--- src/rtl/change_dispenser_if.sv ---
// Bus bundle for the change dispenser: payout request, inventory load,
// the two 4-phase hopper handshakes and the status outputs.
interface change_dispenser_if;
  logic       req_valid;
  logic [7:0] req_amount;
  logic       req_ready;
  logic       load_en;
  logic [7:0] load_n10;
  logic [7:0] load_n5;
  logic       coin10_req;
  logic       coin5_req;
  logic       coin10_ack;
  logic       coin5_ack;
  logic [7:0] inv10;
  logic [7:0] inv5;
  logic       busy;
  logic       done;
  logic [7:0] remain;
  logic       short;
  logic       jam;

  // Environment side: issues requests, loads coins, answers as the hoppers.
  modport master (
    output req_valid, req_amount, load_en, load_n10, load_n5, coin10_ack, coin5_ack,
    input  req_ready, coin10_req, coin5_req, inv10, inv5, busy, done, remain, short, jam
  );

  // Dispenser side.
  modport slave (
    input  req_valid, req_amount, load_en, load_n10, load_n5, coin10_ack, coin5_ack,
    output req_ready, coin10_req, coin5_req, inv10, inv5, busy, done, remain, short, jam
  );
endinterface

--- src/rtl/change_dispenser.sv ---
// Greedy change dispenser: pays a request in units of 5 using 10-coins first,
// then 5-coins, with a per-phase timeout on each hopper handshake.
module change_dispenser #(
  parameter int TIMEOUT = 200
) (
  input  logic               clk,
  input  logic               reset_n,
  change_dispenser_if.slave  bus
);

  typedef enum logic [2:0] {
    IDLE, PAY10, ACK10, REL10, PAY5, ACK5, REL5, DONE
  } state_e;

  // The counter is compared against the last permitted cycle index, so a
  // phase lasts exactly TIMEOUT cycles before jam is declared.
  localparam logic [7:0] TMO_LAST = 8'(TIMEOUT - 1);

  state_e     state_q, state_d;
  logic [7:0] rem_q, rem_d;
  logic [7:0] inv10_q, inv10_d;
  logic [7:0] inv5_q, inv5_d;
  logic [7:0] cnt_q, cnt_d;
  logic [7:0] remain_q, remain_d;
  logic       short_q, short_d;
  logic       jam_q, jam_d;
  logic       c10_q, c10_d;
  logic       c5_q, c5_d;
  logic       done_q, done_d;
  logic       req_ready;

  function automatic logic [7:0] sat_add(input logic [7:0] a, input logic [7:0] b);
    logic [8:0] s;
    s = {1'b0, a} + {1'b0, b};
    return s[8] ? 8'hFF : s[7:0];
  endfunction

  // Ready only when idle and no load competes for the same cycle.
  assign req_ready      = reset_n && (state_q == IDLE) && !bus.load_en;
  assign bus.req_ready  = req_ready;
  assign bus.busy       = (state_q != IDLE);
  assign bus.coin10_req = c10_q;
  assign bus.coin5_req  = c5_q;
  assign bus.inv10      = inv10_q;
  assign bus.inv5       = inv5_q;
  assign bus.done       = done_q;
  assign bus.remain     = remain_q;
  assign bus.short      = short_q;
  assign bus.jam        = jam_q;

  // Next-state, inventory/remainder bookkeeping and registered-output decode.
  always_comb begin
    state_d  = state_q;
    rem_d    = rem_q;
    inv10_d  = inv10_q;
    inv5_d   = inv5_q;
    cnt_d    = 8'd0;
    remain_d = remain_q;
    short_d  = short_q;
    jam_d    = jam_q;
    case (state_q)
      IDLE: begin
        if (bus.load_en) begin
          inv10_d = sat_add(inv10_q, bus.load_n10);
          inv5_d  = sat_add(inv5_q, bus.load_n5);
        end else if (bus.req_valid) begin
          rem_d   = bus.req_amount;
          jam_d   = 1'b0;
          state_d = PAY10;
        end
      end
      PAY10: state_d = (rem_q >= 8'd2 && inv10_q != 8'd0) ? ACK10 : PAY5;
      ACK10: begin
        if (bus.coin10_ack) begin
          inv10_d = inv10_q - 8'd1;
          rem_d   = rem_q - 8'd2;
          state_d = REL10;
        end else if (cnt_q == TMO_LAST) begin
          jam_d   = 1'b1;
          state_d = DONE;
        end else begin
          cnt_d = cnt_q + 8'd1;
        end
      end
      REL10: begin
        if (!bus.coin10_ack) begin
          state_d = PAY10;
        end else if (cnt_q == TMO_LAST) begin
          jam_d   = 1'b1;
          state_d = DONE;
        end else begin
          cnt_d = cnt_q + 8'd1;
        end
      end
      PAY5: state_d = (rem_q >= 8'd1 && inv5_q != 8'd0) ? ACK5 : DONE;
      ACK5: begin
        if (bus.coin5_ack) begin
          inv5_d  = inv5_q - 8'd1;
          rem_d   = rem_q - 8'd1;
          state_d = REL5;
        end else if (cnt_q == TMO_LAST) begin
          jam_d   = 1'b1;
          state_d = DONE;
        end else begin
          cnt_d = cnt_q + 8'd1;
        end
      end
      REL5: begin
        if (!bus.coin5_ack) begin
          state_d = PAY5;
        end else if (cnt_q == TMO_LAST) begin
          jam_d   = 1'b1;
          state_d = DONE;
        end else begin
          cnt_d = cnt_q + 8'd1;
        end
      end
      DONE:    state_d = IDLE;
      default: state_d = IDLE;
    endcase
    // Result is published on entry to DONE so it is valid alongside done.
    if (state_d == DONE) begin
      remain_d = rem_d;
      short_d  = (rem_d != 8'd0);
    end
    c10_d  = (state_d == ACK10);
    c5_d   = (state_d == ACK5);
    done_d = (state_d == DONE);
  end

  // State and output registers; reset drops any in-flight coin request.
  always_ff @(posedge clk or negedge reset_n) begin
    if (!reset_n) begin
      state_q  <= IDLE;
      rem_q    <= 8'd0;
      inv10_q  <= 8'd0;
      inv5_q   <= 8'd0;
      cnt_q    <= 8'd0;
      remain_q <= 8'd0;
      short_q  <= 1'b0;
      jam_q    <= 1'b0;
      c10_q    <= 1'b0;
      c5_q     <= 1'b0;
      done_q   <= 1'b0;
    end else begin
      state_q  <= state_d;
      rem_q    <= rem_d;
      inv10_q  <= inv10_d;
      inv5_q   <= inv5_d;
      cnt_q    <= cnt_d;
      remain_q <= remain_d;
      short_q  <= short_d;
      jam_q    <= jam_d;
      c10_q    <= c10_d;
      c5_q     <= c5_d;
      done_q   <= done_d;
    end
  end

endmodule

--- src/flat_wrapper.sv ---
// flat-port wrapper written by rule: the top's interface ports become plain ports
module change_dispenser_flat 
#(
  parameter int TIMEOUT = 200
)
  (clk, reset_n, bus_req_valid, bus_req_amount, bus_load_en, bus_load_n10, bus_load_n5, bus_coin10_ack, bus_coin5_ack, bus_req_ready, bus_coin10_req, bus_coin5_req, bus_inv10, bus_inv5, bus_busy, bus_done, bus_remain, bus_short, bus_jam);
  change_dispenser_if bus_i ();
  input  logic clk;
  input  logic reset_n;
  input wire logic [$bits(bus_i.req_valid)-1:0] bus_req_valid;
  input wire logic [$bits(bus_i.req_amount)-1:0] bus_req_amount;
  input wire logic [$bits(bus_i.load_en)-1:0] bus_load_en;
  input wire logic [$bits(bus_i.load_n10)-1:0] bus_load_n10;
  input wire logic [$bits(bus_i.load_n5)-1:0] bus_load_n5;
  input wire logic [$bits(bus_i.coin10_ack)-1:0] bus_coin10_ack;
  input wire logic [$bits(bus_i.coin5_ack)-1:0] bus_coin5_ack;
  output wire logic [$bits(bus_i.req_ready)-1:0] bus_req_ready;
  output wire logic [$bits(bus_i.coin10_req)-1:0] bus_coin10_req;
  output wire logic [$bits(bus_i.coin5_req)-1:0] bus_coin5_req;
  output wire logic [$bits(bus_i.inv10)-1:0] bus_inv10;
  output wire logic [$bits(bus_i.inv5)-1:0] bus_inv5;
  output wire logic [$bits(bus_i.busy)-1:0] bus_busy;
  output wire logic [$bits(bus_i.done)-1:0] bus_done;
  output wire logic [$bits(bus_i.remain)-1:0] bus_remain;
  output wire logic [$bits(bus_i.short)-1:0] bus_short;
  output wire logic [$bits(bus_i.jam)-1:0] bus_jam;
  assign bus_i.req_valid = bus_req_valid;
  assign bus_i.req_amount = bus_req_amount;
  assign bus_i.load_en = bus_load_en;
  assign bus_i.load_n10 = bus_load_n10;
  assign bus_i.load_n5 = bus_load_n5;
  assign bus_i.coin10_ack = bus_coin10_ack;
  assign bus_i.coin5_ack = bus_coin5_ack;
  assign bus_req_ready = bus_i.req_ready;
  assign bus_coin10_req = bus_i.coin10_req;
  assign bus_coin5_req = bus_i.coin5_req;
  assign bus_inv10 = bus_i.inv10;
  assign bus_inv5 = bus_i.inv5;
  assign bus_busy = bus_i.busy;
  assign bus_done = bus_i.done;
  assign bus_remain = bus_i.remain;
  assign bus_short = bus_i.short;
  assign bus_jam = bus_i.jam;
  change_dispenser #(.TIMEOUT(TIMEOUT)) u_core (.clk(clk), .reset_n(reset_n), .bus(bus_i));
endmodule
--- config.mk ---
export PLATFORM = sky130hd
export DESIGN_NAME = change_dispenser_flat
export DESIGN_NICKNAME = d
export VERILOG_FILES = /design/src/rtl/change_dispenser_if.sv /design/src/rtl/change_dispenser.sv /design/src/flat_wrapper.sv
export SDC_FILE = /design/constraint.sdc
export NUM_CORES = 1
export LEC_CHECK = 0
export BUFFER_PORTS_ARGS = -buffer_cell sky130_fd_sc_hd__buf_4
export CAP_MARGIN = 20
export CORE_MARGIN = 5
export CORE_UTILIZATION = 40
export DETAILED_ROUTE_END_ITERATION = 16
export PLACE_DENSITY = 0.71
export SETUP_SLACK_MARGIN = 0.02
export SLEW_MARGIN = 20
export SYNTH_ARGS = -nofsm -noshare
export SYNTH_HDL_FRONTEND = slang
export SYNTH_SLANG_ARGS = --single-unit
--- constraint.sdc ---
create_clock -name clk -period 2.79 [get_ports clk]
set_clock_uncertainty 0.15 [all_clocks]
set_input_delay 0.4185 -clock clk [delete_from_list [all_inputs] [get_ports clk]]
set_output_delay 0.4185 -clock clk [all_outputs]
set_load 0.01 [all_outputs]
==> flow_summary.toml, run 1 <==
[outcome]
violations = "setup timing"
outcome = "finished, violations left"

[critical_path]
crit_type = "register to register"
cp_max_fo = 2
critPathSlowestCell = "or4b_1"
worst_ep_required_time_ns = 2.85
crit_arrival_ns = 2.93
start_kind = "register"
slowest_delay_ns = 0.48
crit_chain = "or2_4 > or4_1 > a32oi_1 > o221ai_2 > or4b_1 > or4_1 > mux2_2"
end_kind = "register"
crit_top_cell = "or4_1"

[power_and_ir_drop]
swShare = 0.450
intPower_mw = 2.59
p_seq_frac = 0.257
power_frac_comb = 0.649
irDropWorstVdd_mv = 0.567
power_mw = 4.70
power.density_nw_per_um2 = 1030
power_leakage_nw = 2.10
power.clock.fraction = 0.094
p_switching_mw = 2.11

[timing]
finalSetupTns_ns = -0.0813
hold_violations = 0
fin_ws_ns = -0.0813
hold_ws_ns = 0.0834
fin_crit_sh = 1.03
slew_headroom = 0.499
rsz0062_at_grt = "true"
drv_slew = 0
worst_pin_slew_ns = 0.741
fin_crit_ns = 2.87
fmax_mhz = 348
setup_violations = 1

[floorplanning]
core-area_um2 = 8590
ios = 61
die_area_um2 = 10700
rows = 34
die_h_um = 103
initial_core_util = 0.406
dieWidth_um = 103

[clocking]
path_clk_slew_ns = 0.10
cts_root_buf = "clkbuf_8"
cts_made_buffers = 5
cts_tree = "done"
cts.sinks = 48
clk_path_buf_depth = 2
cts_max_level = 2
clock_latency_ns = 0.31

[synth]
synth-async-reset-ratio = 1.00
synth_cells = 399
synth_edf_count = 0
ys_ff_latch = 48
syn_avg_cell_area_um2 = 8.75
synth.net_count = 455
ys_seq_area_frac = 0.344
ys_types = 67
synth_flop_cell = "dfrtp_1"
ys_warn_count = 0
synth_area_um2 = 3490

[global_routing]
grt_use_total = 0.181
grt_start_max_net_pins = 49
antenna_found_initial = 0
grt_overflow = 0
first_global_vias = 3334
grt_pass1_wl_um = 15500

[layout]
final_cell_area_um2 = 4550
syn2layout_area_growth_pct = 30.4
antenna_cells = 0
finalNetCount = 560
instances_no_fill = 613
layout-drive-gt1-share = 0.307
fin_util = 0.530
nFillCells = 824

[routing]
wl_per_cell_um = 15.7
viasPerCell = 5.57
drc_errors = 0
routed_wl_um = 9620
vias = 3416
ant_nets = 0
drt_iter0_drc = 127
drt_pass1_iterations = 6

[placement]
dp.cells = 596
dp_slack_ns = -0.111
routabilityCongestion = 0.890
hpwlAfterDp_um = 7300
placed_cell_area_um2 = 4350
port_buffers = 60

[job]
cap_violations = 0

[worst_hold_path]
worstHoldPathType = "input port to async pin"
-- area by class of cell --
class	instances	area, um^2	share of cell area
flip-flops and latches	48	1200	0.264
clock buffers	5	68.8	0.0151
multi-input cells	315	2190	0.481
inverters	22	82.6	0.0181
repair buffers	112	853	0.187
well taps	108	135	0.0297
clock inverters	3	22.5	0.00495
-- flip-flops by register name, indices dropped and copies added, names as in the netlist, 3 cells and up --
register           flops
u_core.rem_q           8
u_core.bus.inv5        8
u_core.state_q         3
u_core.cnt_q           8
u_core.bus.inv10       8
u_core.bus.remain      8
-- timing repair --
item / CTS / global route
gates resized for setup: 2 / 8
hold buffers: 0 / 0
setup endpoints to repair: 1 / 14
pin swaps: 1 / 7
setup buffers: 1 / 7
cloned: 0 / 1
-- placed cells by master (no fill, tap or decap), types with 5 or more instances in the layout --
cell,instances
buf_4,111
nand3_1,14
nand2_1,38
inv_1,19
nor3_1,11
o221ai_1,6
a21oi_1,30
ha_1,22
a32oi_1,5
nor2_1,43
or3_1,6
dfrtp_1,48
o21ai_0,18
mux2_2,9
nor4_1,5
a21o_1,9
clkbuf_8,5
nor2b_1,6
xor2_1,10
xnor2_1,6
-- synthesized netlist by cell type, drive strengths merged, types with 2 or more instances --
cell type / n / share of area
o21ai: 21 / 0.031
nor3: 13 / 0.020
nor2b: 6 / 0.011
nand3: 14 / 0.020
nand4b: 2 / 0.0050
a221oi: 4 / 0.010
o22ai: 3 / 0.0054
xor2: 10 / 0.025
o221ai: 7 / 0.019
nor4: 5 / 0.0090
a22oi: 4 / 0.010
nor2: 44 / 0.048
buf: 9 / 0.018
or3: 6 / 0.011
nor3b: 5 / 0.011
ha: 24 / 0.086
dfrtp: 48 / 0.34
mux2: 9 / 0.029
a21o: 9 / 0.019
o211ai: 3 / 0.0079
or4: 4 / 0.0086
a21oi: 32 / 0.046
xnor2: 6 / 0.015
a32oi: 5 / 0.013
o31ai: 3 / 0.010
fa: 2 / 0.011
or3b: 2 / 0.0050
inv: 22 / 0.024
o21bai: 3 / 0.0065
and3: 2 / 0.0036
clkbuf: 6 / 0.0065
or2: 2 / 0.0043
nand2: 39 / 0.042
nand2b: 3 / 0.0054
a21boi: 4 / 0.0097
-- worst paths after layout --
path / startpoint / to / slack (ns) / cells after the start
worst max-delay path: u_core.rem_q[4] / u_core.bus.short / -0.08 / 7
worst min-delay path: reset_n / u_core.cnt_q[7] / 0.08 / 2
worst max register to register: u_core.rem_q[4] / u_core.bus.short / -0.08 / 7
worst min register to register: u_core.bus.remain[6] / u_core.bus.remain[6] / 0.37 / 1
max in group asynchronous: reset_n / u_core.cnt_q[2] / 1.98 / 2
min in group clk: bus_req_amount[6] / u_core.rem_q[6] / 0.20 / 3
-- power groups by stage --
stage	Sequential (mW)	Clock [mW]	Combinational, mW
CTS	1.21	0.456	2.93
global placement	1.20	0	2.85
finish	1.21	0.442	3.05
detailed placement	1.22	0	2.90
floorplan	1.27	0	1.70
global route	1.24	0.481	3.39
-- cell families (layout without fill, tap and decap cells) --
group,Yosys count,in the layout,synth area share
fa+ha+maj,26,26,0.0975
xor+xnor,16,16,0.0401
simple gates,156,157,0.230
flops,48,48,0.344
compound gates,107,107,0.211
buf+inv,37,142,0.0477
mux,9,9,0.0290
-- per-layer routing --
layer / track usage / up-vias / routed length [um]
met4: 0.0428 / 0 / 114
met5: 0 / - / 0
li1: - / 1663 / -
met2: 0.306 / 102 / 4790
met3: 0.0335 / 11 / 562
met1: 0.240 / 1640 / 4150
-- worst max-delay path: cells and delay by family (launching register included) --
family	cells	cell delay [ns]
simple gates	4	1.59
flops	1	0.40
mux	1	0.26
compound gates	2	0.36
Power figures use the tool's default switching activity.
==> inputs of run 2 (changes only) <==
- REMOVE_ABC_BUFFERS: unset -> 1
==> run 2 against run 1 <==
Effect of this change: the run still ends with setup timing left; global-route usage fell by 0.50 points; utilization fell by 0.77 points; clock-buffer cell count rose by 1; fmax fell by 0.62%; non-clock buffer count fell by 7; sequential cell count did not move; critical path type unchanged; largest cell class unchanged; highest routed layer unchanged.
==> flow_summary.toml, run 2 (synthesis gave the netlist of run 1 again) <==
[floorplanning]
die_h_um = 103
initial_core_util = 0.406
ios = 61
die_area_um2 = 10700
rows = 34
core-area_um2 = 8590
dieWidth_um = 103

[global_routing]
grt_pass1_wl_um = 15100
antenna_found_initial = 0
grt_start_max_net_pins = 49
first_global_vias = 3279
grt_use_total = 0.176
grt_overflow = 0

[clocking]
holdBufCountCts = 0
cts.sinks = 48
clk_path_buf_depth = 2
cts_tree = "done"
cts_max_level = 2
path_clk_slew_ns = 0.09
clock_latency_ns = 0.30
cts_made_buffers = 5
cts_root_buf = "clkbuf_8"

[layout]
instances_no_fill = 605
antenna_cells = 0
final_cell_area_um2 = 4490
nFillCells = 819
final_cell_mix = "buf_4, dfrtp_1, nor2_1"
fin_util = 0.522
layout-drive-gt1-share = 0.298
final_common_cell = "buf_4"
syn2layout_area_growth_pct = 28.5
finalNetCount = 552

[timing]
fin_crit_sh = 1.04
slew_headroom = 0.578
fin_crit_ns = 2.89
fmax_mhz = 346
worst_pin_slew_ns = 0.633
fin_ws_ns = -0.0992
rsz0062_at_grt = "true"
hold_violations = 0
drv_slew = 0
setup_violations = 1

[critical_path]
start_kind = "register"
end_kind = "register"
rrSetupSlack_ns = -0.1
rr_worst_depth = 7
cp_max_fo = 2
crit_arrival_ns = 2.94
worst_ep_required_time_ns = 2.84
crit_type = "register to register"
timing.rr.end = "u_core.bus.short"
reg2reg_from = "u_core.rem_q[4]"

[routing]
viasPerCell = 5.44
routed_wl_um = 9140
drc_errors = 0
drt_iter0_drc = 114
ant_nets = 0
vias = 3291
wl_per_cell_um = 15.1
drt_pass1_iterations = 4

[job]
cap_violations = 0

[placement]
routabilityCongestion = 0.972
dp.cells = 596
placed_cell_area_um2 = 4320
port_buffers = 60
hpwlAfterDp_um = 7140
dp_slack_ns = -0.0633

[power_and_ir_drop]
power_leakage_nw = 2.05
irDropWorstVdd_mv = 0.479
power_mw = 4.58
power.density_nw_per_um2 = 1020

[outcome]
violations = "setup timing"
outcome = "finished, violations left"

[worst_hold_path]
worstHoldPathType = "input port to async pin"
[run 2: cell types whose count changed in the layout (fill, tap and decap cells not counted), moves of 2 or more]
cell,change
buf_4,-6
a21oi_2,-2
dfrtp_2,+2
dfrtp_1,-2
a21oi_1,+2
clkinvlp_4,+2
[run 2: worst max-delay path by stage]
stage	startpoint	to	slack, ns	cells after the start
after global routing	u_core.rem_q[2]	u_core.bus.short	-0.16	10
final	u_core.rem_q[4]	u_core.bus.short	-0.1	7
after detailed placement	u_core.rem_q[2]	u_core.bus.short	-0.06	9
after floorplan	u_core.rem_q[1]	u_core.bus.short	-0.10	9
after CTS	u_core.rem_q[4]	u_core.bus.short	-0.03	7
after global placement	u_core.rem_q[1]	u_core.bus.short	-0.01	9
[run 2: worst max-delay path, cell delays in order, from the launching register on]
cell and delay (ns):
dfrtp_1 0.39, or2_4 0.25, or4_1 0.47, a32oi_1 0.23, o221ai_2 0.13, or4b_1 0.51, or4_1 0.39, mux2_2 0.26
[run 2: area by class of cell]
type / instances / area, um^2 / area share
clock buffer: 6 / 82.6 / 0.0184
timing repair buffer: 105 / 788 / 0.176
multi-input combinational: 314 / 2180 / 0.486
inverter: 22 / 82.6 / 0.0184
sequential: 48 / 1200 / 0.268
tap: 108 / 135 / 0.0301
clock inverter: 2 / 15.0 / 0.00335
[run 2: layer usage]
| layer | track usage | vias to the layer above | wire length, um |
|---|---|---|---|
| met5 | 0 | - | 0 |
| met4 | 0.0458 | 0 | 116 |
| met3 | 0.0335 | 12 | 441 |
| met2 | 0.307 | 73 | 4590 |
| met1 | 0.222 | 1564 | 3990 |
| li1 | - | 1642 | - |
[run 2: power breakdown]
part / switching, mW / internal (mW) / leakage (nW)
clock: 0.241 / 0.201 / 0.0434
sequential: 0.280 / 0.951 / 0.586
combinational: 1.51 / 1.40 / 1.42
[run 2: what timing repair did]
action / in CTS / in global routing
endpoints found under the setup margin: 1 / 10
gates resized for setup: 6 / 10
buffers inserted: 0 / 1
pin swaps: 2 / 6
[run 2: stage by stage]
step / setup TNS, ns / hold slack [ns]
floorplan: -0.103 / -0.0271
global placement: -0.0124 / 0.344
detailed placement: -0.0633 / 0.349
CTS: -0.0279 / 0.105
global route: -0.164 / 0.133
finish: -0.0992 / 0.0726
==> inputs of run 3 (changes only) <==
- SKIP_LAST_GASP: unset -> 1
==> run 3 against run 2 <==
Effect of this change: the run still ends with setup timing left; clock-buffer cell count is the same; wire length shrank 0.32%; register-to-register slack is essentially flat; first-iteration DRC count grew 18%; cell area shrank 0.20%; combinational power is essentially flat; global-route usage is the same; largest power group unchanged.
==> flow_summary.toml, run 3 (synthesis gave the netlist of run 1 again) <==
[clocking]
clock_latency_ns = 0.30
cts.sinks = 48
path_clk_slew_ns = 0.09
cts_tree = "done"
cts_root_buf = "clkbuf_8"
clk_path_buf_depth = 2
cts_made_buffers = 5
cts_max_level = 2

[critical_path]
worst_ep_required_time_ns = 2.84
crit_start = "u_core.rem_q[4]"
start_kind = "register"
crit_type = "register to register"
rrSetupSlack_ns = -0.08
cp_max_fo = 2
reg2reg_from = "u_core.rem_q[4]"
end_kind = "register"
crit_arrival_ns = 2.92
timing.rr.end = "u_core.bus.short"
rr_worst_depth = 7

[power_and_ir_drop]
p_seq_frac = 0.269
intPower_mw = 2.54
swShare = 0.444
power_frac_comb = 0.634
power.clock.fraction = 0.097
power_leakage_nw = 2.05
power.density_nw_per_um2 = 1020
p_switching_mw = 2.03
irDropWorstVdd_mv = 0.464

[layout]
instances_no_fill = 605
syn2layout_area_growth_pct = 28.2
layout-drive-gt1-share = 0.294
final_cell_mix = "buf_4, dfrtp_1, nor2_1"
antenna_cells = 0
fin_util = 0.521
final_common_cell = "buf_4"
final_cell_area_um2 = 4480
finalNetCount = 552

[timing]
fin_crit_ns = 2.87
fin_crit_sh = 1.03
hold_ws_ns = 0.0739
finalSetupTns_ns = -0.0848
rsz0062_at_grt = "true"
slew_headroom = 0.578
hold_violations = 0
fmax_mhz = 348
drv_slew = 0
fin_ws_ns = -0.0848
worst_pin_slew_ns = 0.634
setup_violations = 1

[routing]
drc_errors = 0
met1_length_um = 3990
wl_per_cell_um = 15.1
vias = 3307
ant_nets = 0
drt_iter0_drc = 134
wl_met2_um = 4560
viasPerCell = 5.47
wl_met3_um = 462
routed_wl_um = 9110
top_layer = "met4"
drt_pass1_iterations = 4

[placement]
port_buffers = 60
routabilityCongestion = 0.972
placed_cell_area_um2 = 4320
dp.cells = 596
hpwlAfterDp_um = 7140

[job]
cap_violations = 0

[floorplanning]
die_h_um = 103
rows = 34
die_area_um2 = 10700
core-area_um2 = 8590
initial_core_util = 0.406
dieWidth_um = 103
ios = 61

[global_routing]
grt_use_total = 0.176
grt_overflow = 0
first_global_vias = 3279
antenna_found_initial = 0
grt_start_max_net_pins = 49
grt_pass1_wl_um = 15100

[outcome]
outcome = "finished, violations left"
violations = "setup timing"

[worst_hold_path]
worstHoldPathType = "input port to async pin"
==> run 3: per-stage QoR <==
step	worst slack, ns	power [mW]
after floorplan	-0.103	2.89
after detailed placement	-0.0633	4.05
after CTS	-0.0279	4.53
after global placement	-0.0124	3.99
after global routing	-0.161	4.96
final	-0.0848	4.56
==> run 3: how the worst max path moves through the flow <==
| stage | end | depth (start not counted) |
|---|---|---|
| 2_1_floorplan | u_core.bus.short | 9 |
| 3_3_place_gp | u_core.bus.short | 9 |
| 3_5_place_dp | u_core.bus.short | 9 |
| 4_1_cts | u_core.bus.short | 7 |
| 5_1_grt | u_core.bus.short | 10 |
| 6_report | u_core.bus.short | 7 |
==> run 3: power groups by stage <==
stage	sequential, mW	combinational [mW]	clock [mW]
after floorplan	1.32	1.57	0
after global placement	1.22	2.77	0
after detailed placement	1.23	2.82	0
after CTS	1.22	2.86	0.455
after global routing	1.27	3.21	0.484
final	1.23	2.89	0.441
==> run 3: layer usage <==
layer | vias to the layer above | global-route usage
met5 | - | 0
met4 | 0 | 0.0458
met3 | 10 | 0.0335
met2 | 81 | 0.307
met1 | 1574 | 0.222
li1 | 1642 | -
==> run 3: what timing repair did <==
item,in CTS,in global routing
resized for setup,6,7
hold buffers,0,0
cloned,0,0
pin swaps,2,6
endpoints found under the setup margin,1,10
buffers inserted,0,1
==> run 3: critical path, stage by stage, from the launching register on <==
cell and delay, ns:
dfrtp_1 0.39, or2_4 0.25, or4_1 0.47, a32oi_1 0.22
o221ai_2 0.12, or4b_1 0.51, or4_1 0.39, mux2_2 0.26
==> run 3: cell type report <==
type | count | area (um^2)
sequential | 48 | 1200
timing repair buffer | 105 | 788
fill | 822 | 4120
clock buffer | 6 | 82.6
inverter | 22 | 82.6
clock inverter | 2 | 15.0
tap | 108 | 135
multi-input combinational | 314 | 2170
